===== src/rtl/add_seq_ctrl_pkg.sv =====
// Shared SUBARRAY_MAC definitions: word width and the sequential adder
// controller state encodings.
package subarray_mac_pkg;

  localparam int WORD_W = 16;

  typedef enum logic [1:0] {
    IDLE = 2'd0,
    RUN  = 2'd1,
    DONE = 2'd2
  } state_t;

endpackage


===== src/rtl/add_seq_ctrl_cla16.sv =====
// CLA_16: 16-bit carry-lookahead adder built from four 4-bit groups with a
// second lookahead level across the groups.
// Ports: a, b (addends), cin (carry in), sum, cout (carry out),
//        Gm/Pm (block generate/propagate for a further lookahead level).
module CLA_16 (
  input  logic [15:0] a,
  input  logic [15:0] b,
  input  logic        cin,
  output logic [15:0] sum,
  output logic        cout,
  output logic        Gm,
  output logic        Pm
);

  // Carries into bits 0..3 of a 4-bit group.
  function automatic logic [3:0] cin4(input logic [3:0] g, input logic [3:0] p,
                                      input logic ci);
    logic [3:0] c;
    c[0] = ci;
    for (int i = 1; i < 4; i++) c[i] = g[i-1] | (p[i-1] & c[i-1]);
    return c;
  endfunction

  // Group {generate, propagate} of a 4-bit slice.
  function automatic logic [1:0] gp4(input logic [3:0] g, input logic [3:0] p);
    logic gg;
    gg = g[3] | (p[3] & g[2]) | (p[3] & p[2] & g[1]) | (p[3] & p[2] & p[1] & g[0]);
    return {gg, &p};
  endfunction

  logic [15:0] g, p;
  logic [3:0]  gg, gp, gc;

  assign g = a & b;
  assign p = a ^ b;

  for (genvar k = 0; k < 4; k++) begin : g_grp
    logic [3:0] bc;
    assign {gg[k], gp[k]} = gp4(g[4*k +: 4], p[4*k +: 4]);
    assign bc = cin4(g[4*k +: 4], p[4*k +: 4], gc[k]);
    assign sum[4*k +: 4] = p[4*k +: 4] ^ bc;
  end

  assign gc         = cin4(gg, gp, cin);
  assign {Gm, Pm}   = gp4(gg, gp);
  assign cout       = Gm | (Pm & cin);

endmodule


===== src/rtl/add_seq_ctrl.sv =====
// add_seq_ctrl: word-serial multi-word adder/subtractor. One 16-bit CLA is
// reused over NWORD cycles, the carry chained through a register.
// Ports: clk, rst (async, active high);
//        in_valid/in_ready + op_a, op_b, sub : request (sub=1 -> a-b);
//        out_valid/out_ready + sum, cout, ovf : result, held until taken;
//        busy : high while not IDLE.
module add_seq_ctrl
  import subarray_mac_pkg::*;
#(
  parameter int NWORD = 4
) (
  input  logic                    clk,
  input  logic                    rst,
  input  logic                    in_valid,
  output logic                    in_ready,
  input  logic [WORD_W*NWORD-1:0] op_a,
  input  logic [WORD_W*NWORD-1:0] op_b,
  input  logic                    sub,
  output logic                    out_valid,
  input  logic                    out_ready,
  output logic [WORD_W*NWORD-1:0] sum,
  output logic                    cout,
  output logic                    ovf,
  output logic                    busy
);

  localparam int W    = WORD_W * NWORD;
  localparam int IDXW = 3;  // NWORD <= 8

  state_t            state, nxt;
  logic [IDXW-1:0]   idx;
  logic [W-1:0]      ra, rb;   // rb already holds ~b for subtraction
  logic              carry;
  logic [WORD_W-1:0] aw, bw, sw;
  logic              co, gm_unused, pm_unused;
  logic              last;

  assign last = (idx == IDXW'(NWORD - 1));

  // Only combinational path: word select of the captured operands.
  assign aw = ra[WORD_W*idx +: WORD_W];
  assign bw = rb[WORD_W*idx +: WORD_W];

  CLA_16 u_cla (
    .a    (aw),
    .b    (bw),
    .cin  (carry),
    .sum  (sw),
    .cout (co),
    .Gm   (gm_unused),
    .Pm   (pm_unused)
  );

  always_ff @(posedge clk or posedge rst) begin
    if (rst) state <= IDLE;
    else     state <= nxt;
  end

  always_comb begin
    nxt = state;
    case (state)
      IDLE:    if (in_valid)  nxt = RUN;
      RUN:     if (last)      nxt = DONE;
      DONE:    if (out_ready) nxt = IDLE;
      default: nxt = IDLE;
    endcase
  end

  // Handshake flags are registered from the next state so every output
  // comes straight off a flop.
  always_ff @(posedge clk or posedge rst) begin
    if (rst) begin
      in_ready  <= 1'b1;
      out_valid <= 1'b0;
      busy      <= 1'b0;
      idx       <= '0;
      carry     <= 1'b0;
      ra        <= '0;
      rb        <= '0;
      sum       <= '0;
      cout      <= 1'b0;
      ovf       <= 1'b0;
    end else begin
      in_ready  <= (nxt == IDLE);
      out_valid <= (nxt == DONE);
      busy      <= (nxt != IDLE);
      case (state)
        IDLE: if (in_valid) begin
          ra    <= op_a;
          rb    <= sub ? ~op_b : op_b;
          idx   <= '0;
          carry <= sub;  // +1 completes the two's complement of b
        end
        RUN: begin
          sum[WORD_W*idx +: WORD_W] <= sw;
          carry <= co;
          idx   <= idx + 1'b1;
          if (last) begin
            cout <= co;
            ovf  <= (ra[W-1] == rb[W-1]) && (sw[WORD_W-1] != ra[W-1]);
          end
        end
        default: ;
      endcase
    end
  end

endmodule


===== config.mk =====
export PLATFORM = sky130hd
export DESIGN_NAME = add_seq_ctrl
export DESIGN_NICKNAME = d
export VERILOG_FILES = /design/src/rtl/add_seq_ctrl_pkg.sv /design/src/rtl/add_seq_ctrl_cla16.sv /design/src/rtl/add_seq_ctrl.sv
export SDC_FILE = /design/constraint.sdc
export NUM_CORES = 1
export LEC_CHECK = 0
export CAP_MARGIN = 15
export CORE_UTILIZATION = 56
export CTS_CLUSTER_DIAMETER = 120
export CTS_CLUSTER_SIZE = 30
export DETAILED_ROUTE_END_ITERATION = 10
export GPL_TIMING_DRIVEN = 0
export PLACE_DENSITY = 0.85
export SLEW_MARGIN = 0
export SYNTH_ARGS = -nofsm -noshare
export SYNTH_HDL_FRONTEND = slang
export SYNTH_SLANG_ARGS = --single-unit

===== constraint.sdc =====
create_clock -name clk -period 19.2 [get_ports clk]
set_input_delay 3.84 -clock clk [delete_from_list [all_inputs] [get_ports clk]]
set_output_delay 3.84 -clock clk [all_outputs]
set_load 0.03 [all_outputs]

== After elaboration in Yosys (flattened, before gate mapping) ==
Cells that the tools add are included.

* Bitwise operators: 79
* Eq/ne operators: 7
* Add/sub/neg operators: 2
* Magnitude comparators: 0
* Div/mod/pow operators: 0
* Multiply operators: 0
* Reduce and logical (&&, ||, !) cells: 13
* Muxes and demuxes: 10
* Shift-type cells: 4

{| class="wikitable"
|+ Operators by type and width
! operator !! count
|-
| variable part select 64 x 8 -> 16 bit || 2
|-
| bitwise mux 64 bit || 1
|-
| two-way mux 64 bit || 1
|-
| NOT 64 bit || 1
|-
| variable shift 16 x 34 -> 64 bit (first input constant) || 1
|-
| variable part select 16 x 34 -> 64 bit || 1
|-
| AND 1 bit || 41
|-
| negator 7 -> 34 bit || 1
|-
| OR 1 bit || 31
|-
| AND 16 bit || 1
|-
| AND reduction 16 bit || 1
|-
| AND reduction 4 bit || 4
|-
| XOR 16 bit || 1
|-
| XOR 4 bit || 4
|-
| two-way mux 2 bit || 3
|-
| one-hot mux 2 bit (3 select lines) || 1
|-
| one-hot mux 3 bit (2 select lines) || 1
|-
| AND reduction 2 bit || 3
|-
| == test 2 bit (second input constant) || 2
|-
| zero test 2 bit || 2
|-
| nonzero test 2 bit || 2
|-
| adder 3 x 1 -> 3 bit (second input constant) || 1
|-
| == test 3 x 2 -> 1 bit (second input constant) || 1
|-
| two-way mux 3 bit || 1
|-
| 7 further kinds || 7
|}

* Output and inout bits: 69
* Memories kept: 0
* ROM bits: 0
* Register bits: 203
* Word-level logic and storage cells: 126
* Input bits: 133
* Memory bits (writable): 0
* Bits in latches: 0

== Logic depth before layout (Yosys ltp) ==
Gate-level depths: netlist of the first run.

* Depth in word-level cells: 20
* Gate-level depth with buffers: 17
* Mapped depth without buffers: 16

== By module ==
From an unflattened synthesis of the first run, not the netlist that was laid out.

* Cell total of the unflattened synthesis: 849
* Area, all modules: 10,113.4 sq um

{| class="wikitable"
|+ By module, submodules not included
! module !! instances !! area an instance (sq um) !! cells each
|-
| add_seq_ctrl || 1 || 9,371.5 || 768
|-
| CLA_16 || 1 || 742.0 || 81
|}

== Least setup slack after synthesis of the first run ==
Ideal clock, no wire load.

* Kind: input to register
* Start point: input port in_valid
* End point: register ra[10]
* Cell stages on the path: 4
* Data required time: 19.075 ns
* Path slack: 14.198 ns
* Arrival: 4.877 ns
* Cells stage by stage: nor3b_1 > buf_2 > buf_2 > mux2_2

* Cells in the longest elaborated chain, start to end: 1

{| class="wikitable"
|+ Ends and longest elaborated chain
! item !! RTL line !! RTL
|-
| start: declaration || add_seq_ctrl.sv:14 || <nowiki>input logic in_valid,</nowiki>
|-
| AND reduction 2 bit (no line) || - ||
|-
| end signal: assignment || add_seq_ctrl.sv:89 || <nowiki>ra <= op_a;</nowiki>
|-
| end: declaration || add_seq_ctrl.sv:32 || <nowiki>logic [W-1:0] ra, rb;</nowiki>
|}

Every way passes these cells.
A chain may end at the register's enable or synchronous reset.

== Worst setup path in the final report of the first run ==
* Start point: input port in_valid
* End point: register rb[36]

* Cells in the longest elaborated chain, start to end: 1

{| class="wikitable"
|+ Ends and longest elaborated chain
! item !! RTL line !! RTL
|-
| AND reduction 2 bit (no line) || - ||
|-
| end signal: assignment || add_seq_ctrl.sv:90 || <nowiki>rb <= sub ? ~op_b : op_b;</nowiki>
|-
| end: declaration || add_seq_ctrl.sv:32 ||
|}

Every way passes these cells.

==> results of run 1 <==
-- cell usage after synthesis (all sizes together) (2+ instances only) --
cell type	number	area share
inv	17	0.0065
or2	2	0.0013
or3	3	0.0019
nor4b	2	0.0033
a22o	9	0.0080
nor2	74	0.028
mux2	72	0.082
a211oi	10	0.0076
nand3	10	0.0063
nand2	78	0.030
fa	12	0.024
a21oi	76	0.038
and2	25	0.016
nor2b	9	0.0057
nor3b	3	0.0023
o31ai	16	0.012
xnor2	67	0.059
buf	36	0.019
dfrtp	202	0.51
o21ai	36	0.021
clkbuf	18	0.0068
mux4	24	0.055
o21a	2	0.0015
nand4	2	0.0013
ha	23	0.029
nor3	2	0.0010
mux2i	9	0.0091
-- worst max-delay path, stage by stage --
cell and delay, ns:
clkdlybuf4s50_1 0.51, nor3b_1 0.53, buf_2 0.33, buf_2 0.33
buf_2 0.34, a21oi_1 0.11
-- metrics by stage --
stage                     hold WS (ns)  setup slack (ns)  total power [W]
after global routing             0.526             13.49          0.00254
after CTS                        0.490             13.56          0.00239
final                            0.488             13.54          0.00239
after detailed placement         0.465             13.10          0.00214
after floorplan                  0.473              9.82          0.00165
after global placement           0.464              7.43          0.00209
-- sequential cells by signal, indices dropped and copies added (netlist names) --
register and flops:
sum 64, ra 64, carry 1, ovf 1, busy 1, state 2, in_ready 1, cout 1
idx 3, out_valid 1, rb 64
-- layer usage --
metal	vias up	track usage	share of wire	wire, um
met2	337	0.497	0.50	12600
met5	-	0	0	0
li1	3348	-	-	-
met3	46	0.0304	0.060	1520
met4	0	0.0868	0.028	705
met1	3732	0.405	0.42	10600
-- cells by family (layout without fill, tap and decap cells) --
kind of cell	count (synthesis)	after routing	share of synthesized area
muxes	105	105	0.146
AOI/OAI and AO/OA	155	155	0.0937
and+or+nand+nor	215	215	0.101
adders and majority gates	35	35	0.0534
xor gates and xnor gates	68	68	0.0602
buffers and inverters	71	288	0.0319
DFF	203	203	0.514
-- power groups by stage --
stage	clock, W	combinational, W	sequential [W]
5_1_grt	0.000255	0.00152	0.000760
3_3_place_gp	0	0.00136	0.000733
6_report	0.000239	0.00141	0.000739
4_1_cts	0.000243	0.00141	0.000736
3_5_place_dp	0	0.00140	0.000745
2_1_floorplan	0	0.000844	0.000807
-- cell type report --
type,instances,area [um2]
Timing Repair Buffer,202,2040
Sequential cell,203,5080
Multi-Input combinational cell,578,4490
Inverter,17,71.3
Clock inverter,1,8.76
Tap cell,225,282
Clock buffer,14,287
Buffer,54,251
Fill cell,1248,4790
-- final timing paths --
| check | from | to | cells after the start |
|---|---|---|---|
| setup / recovery | in_valid | rb[36] | 6 |
| hold / removal | sum[46] | sum[46] | 2 |
| setup reg to reg | idx[0] | sum[11] | 17 |
| hold reg to reg | sum[46] | sum[46] | 2 |
| max in group asynchronous | rst | rb[18] | 3 |
| min in group asynchronous | rst | ra[17] | 2 |
==> impl_metrics.py, run 1 <==
metrics = {
    "synthesis": {
        "syn_avg_cell_area_um2": 11.6,
        "synthArstFlopShare": 1.00,
        "ys_seq_elements": 203,
        "synth_nets": 1020,
        "yosysUniqueCellTypes": 45,
        "yosys_warnings": 0,
        "synth_flop_cell": "dfrtp_1",
        "synth_cells": 852,
        "syn_area_um2": 9890,
        "ys_seq_area_frac": 0.514,
        "synth_edf_count": 0,
    },
    "clock_tree": {
        "htree_levels": 1,
        "cts_made_buffers": 10,
        "clock-sinks": 203,
        "cts-root-buf": "clkbuf_16",
        "cts.path.max_buffers": 3,
        "post_cts_buffers": 0,
        "cts_resized": 0,
        "cts_tree": "done",
        "hold_buffers": 0,
        "clk_pin_slew_worst_paths_ns": 0.11,
        "clk_latency_ns": 0.47,
    },
    "critical_path": {
        "cp-start-kind": "input pin",
        "ff2ff_setup_slack_ns": 13.82,
        "criticalPathCategory": "in2reg",
        "critPathRequiredTime_ns": 19.54,
        "cp_max_fo": 10,
        "end_kind": "register",
        "worstPathArrival_ns": 5.99,
    },
    "grt": {
        "antenna_found_initial": 0,
        "overflow": 0,
        "gr-usage-all-layers": 0.294,
        "grt_max_degree": 115,
        "grt_pass1_wl_mm": 40.5,
        "grt_pass1_vias": 7465,
    },
    "power": {
        "switching_share": 0.449,
        "p_seq_frac": 0.309,
        "ir_drop_uv": 120,
        "combPwrFrac": 0.591,
        "intPower_w": 0.00132,
        "p_switching_w": 0.00107,
        "powerDensity_nw_per_um2": 191,
        "p_leak_nw": 5.20,
        "p_clk_frac": 0.100,
    },
    "outcome": {
        "status": "completed",
    },
    "floorplan": {
        "die_w_um": 135,
        "rows": 48,
        "start_util": 0.572,
        "dieArea_um2": 18200,
        "io_pins": 202,
        "die_h_um": 135,
        "coreArea_um2": 17300,
    },
    "sta": {
        "fin_crit_ns": 5.66,
        "worst-slew-pin-transition_ns": 0.701,
        "setup_viol": 0,
        "hold_viol_final": 0,
        "setup_tns_ns": 0,
        "slew_viol_final": 0,
        "slew_headroom": 0.530,
        "fin_crit_sh": 0.295,
        "rsz0062_at_grt": "no",
        "max_freq_ghz": 0.177,
        "clock_skew_ns": 0.0217,
    },
    "drt": {
        "drc": 0,
        "wl_mm": 25.4,
        "wl_per_cell_um": 19.7,
        "drt_first_pass_iters": 5,
        "vias": 7463,
        "antenna_left": 0,
        "vias_per_cell": 5.77,
        "first_iter_violations": 501,
    },
    "place": {
        "placed_cells": 1279,
        "dpl_cell_area_um2": 12200,
        "port_buffers": 201,
        "place_hpwl_mm": 19.3,
        "place_congestion": 0.913,
    },
    "hold_path": {
        "hp-class": "reg2reg",
    },
    "final_layout": {
        "drive_above_1_share": 0.149,
        "design_area_um2": 12500,
        "final_cell_mix": "202 x dfrtp_1, 201 x clkdlybuf4s50_1, 78 x nand2_1, 76 x a21oi_1, 74 x nor2_1",
        "num_antenna_cells": 0,
        "utilization": 0.723,
        "layout_commonest_cell": "dfrtp_1",
        "stdcell_count": 1294,
        "synthToLayoutAreaGrowth_pct": 26.5,
        "layout.nets": 1234,
    },
    "flow_run": {
        "maxCapViolCount": 0,
    },
}
No activity file was read; power rests on OpenSTA's default activity.
==> inputs of run 2 (changes only) <==
CORE_UTILIZATION = 52   (was 56)
PLACE_DENSITY = 0.8   (was 0.85)
clock period = 5.9 ns   (was 19.2 ns; I/O delays follow)
==> run 2 against run 1 <==
Sequential power increased to 3.3 times the previous value. Hold slack better by 0.0044 ns. Flip-flop and latch count stayed put. Largest power group unchanged. Die area is 7.6% higher. Final cell count grew 0.93%. Total power grew to 3.3 times the previous value. Sequential share of layout area fell by 0.25 points. Critical path type is now reg2reg. Utilization down 4.8 points. Critical endpoint is now sum[11]. Final area grew 0.61%. Clock power rose to 3.3 times the previous value. Global-route usage down 2.4 points. Non-clock buffer count grew 4.
==> impl_metrics.py, run 2 (synthesis results as in run 1) <==
metrics = {
    "outcome": {
        "status": "completed",
    },
    "floorplan": {
        "coreArea_um2": 18600,
        "die_h_um": 140,
        "die_w_um": 140,
        "dieArea_um2": 19600,
        "io_pins": 202,
        "start_util": 0.530,
        "rows": 50,
    },
    "power": {
        "p_clk_frac": 0.100,
        "p_switching_w": 0.00351,
        "p_seq_frac": 0.309,
        "p_leak_nw": 5.23,
        "combPwrFrac": 0.591,
        "ir_drop_uv": 359,
        "powerDensity_nw_per_um2": 621,
        "intPower_w": 0.00430,
        "switching_share": 0.450,
    },
    "sta": {
        "slew_viol_final": 0,
        "setup_viol": 0,
        "slew_headroom": 0.555,
        "fin_crit_sh": 0.857,
        "max_freq_ghz": 0.198,
        "worst-slew-pin-transition_ns": 0.663,
        "hold_viol_final": 0,
        "clock_skew_ns": 0.0194,
        "fin_crit_ns": 5.06,
        "setup_tns_ns": 0,
        "fin_hold_ws_ns": 0.492,
        "rsz0062_at_grt": "no",
    },
    "final_layout": {
        "largestRegisters": "ra x64, rb x64, sum x64",
        "layout.nets": 1238,
        "drive_above_1_share": 0.152,
        "n_fill_cell": 1399,
        "final_cell_mix": "202 x dfrtp_1, 201 x clkdlybuf4s50_1, 78 x nand2_1, 76 x a21oi_1, 74 x nor2_1",
        "layout_commonest_cell": "dfrtp_1",
        "synthToLayoutAreaGrowth_pct": 27.3,
        "stdcell_count": 1306,
        "num_antenna_cells": 0,
    },
    "clock_tree": {
        "cts.path.max_buffers": 3,
        "cts-root-buf": "clkbuf_16",
        "post_cts_buffers": 0,
        "cts_tree": "done",
        "cts_made_buffers": 10,
        "clk_pin_slew_worst_paths_ns": 0.11,
        "htree_levels": 1,
        "clk_latency_ns": 0.47,
        "cts_resized": 0,
        "clock-sinks": 203,
        "hold_buffers": 0,
    },
    "grt": {
        "grt_pass1_vias": 7385,
        "grt_max_degree": 43,
        "antenna_found_initial": 0,
        "grt_pass1_wl_mm": 40.2,
        "overflow": 0,
        "gr-usage-all-layers": 0.270,
    },
    "place": {
        "place_hpwl_mm": 19.8,
        "place_congestion": 0.888,
        "placed_cells": 1292,
        "port_buffers": 201,
    },
    "drt": {
        "wl_mm": 25.7,
        "vias_per_cell": 5.66,
        "antenna_left": 0,
        "wl_per_cell_um": 19.7,
        "first_iter_violations": 528,
        "vias": 7389,
        "drt_first_pass_iters": 5,
        "drc": 0,
    },
    "critical_path": {
        "worstPathArrival_ns": 5.39,
        "cp_max_fo": 10,
        "end_kind": "register",
        "critPathRequiredTime_ns": 6.23,
        "cp-start-kind": "register",
        "criticalPathCategory": "reg2reg",
    },
    "hold_path": {
        "hp-class": "reg2reg",
    },
    "flow_run": {
        "maxCapViolCount": 0,
    },
}
-- run 2: final timing paths --
path / start / slack [ns] / cells past startpoint / end
min: sum[20] / 0.49 / 2 / sum[20]
max in group asynchronous: rst / 3.99 / 4 / rb[17]
min in group asynchronous: rst / 1.08 / 2 / sum[12]
min reg2reg: sum[20] / 0.49 / 2 / sum[20]
max reg2reg: idx[0] / 0.84 / 17 / sum[11]
max: idx[0] / 0.84 / 17 / sum[11]
-- run 2: stage by stage --
| stage | power, W | worst slack [ns] | util | instance area (um2) |
|---|---|---|---|---|
| 3_5_place_dp | 0.00700 | 0.944 | 0.659 | 12300 |
| 5_1_grt | 0.00826 | 0.590 | 0.675 | 12600 |
| 4_1_cts | 0.00779 | 0.915 | 0.675 | 12600 |
| 6_report | 0.00781 | 0.842 | 0.675 | 12600 |
| 3_3_place_gp | 0.00687 | 0.543 | 0.654 | 12200 |
| 2_1_floorplan | 0.00537 | 1.83 | - | 9890 |
-- run 2: final cells by class --
cell class	count	area, um2	area share
sequential	203	5080	0.404
multi-input combinational	578	4490	0.357
timing repair buffer	206	2110	0.168
tap	234	293	0.0233
clock buffer	13	283	0.0225
buffer	54	251	0.0200
inverter	17	67.6	0.00537
clock inverter	1	8.76	0.000696
-- run 2: layer usage --
| metal | global-route usage | wire, um | vias up |
|---|---|---|---|
| met5 | 0 | 0 | - |
| met4 | 0.0983 | 913 | 0 |
| met3 | 0.0306 | 1550 | 52 |
| met2 | 0.439 | 12400 | 307 |
| met1 | 0.376 | 10900 | 3673 |
| li1 | - | - | 3357 |
-- run 2: power groups by stage --
| stage | logic (W) | registers [W] | clock network (W) |
|---|---|---|---|
| global placement | 0.00447 | 0.00240 | 0 |
| floorplan | 0.00275 | 0.00263 | 0 |
| detailed placement | 0.00457 | 0.00243 | 0 |
| CTS | 0.00460 | 0.00240 | 0.000787 |
| finish | 0.00462 | 0.00241 | 0.000780 |
| global route | 0.00495 | 0.00248 | 0.000829 |
-- run 2: critical path, stage by stage (launching register included) --
cell and delay [ns]:
dfrtp_1 0.49, buf_2 0.40, buf_2 0.32, buf_1 0.41, a21oi_1 0.16, nand2_1 0.14, inv_1 0.06, ha_1 0.27
a21oi_1 0.18, nor2_1 0.08, or3_1 0.38, inv_1 0.07, o21ai_0 0.10, fa_1 0.41, fa_1 0.41, fa_1 0.39
xnor2_1 0.45, o21ai_0 0.19
==> inputs of run 3 (changes only) <==
SKIP_CTS_REPAIR_TIMING = 1   (was not set)
==> results of run 3 <==
Final layout, timing and power as in run 2 (identical DEF).
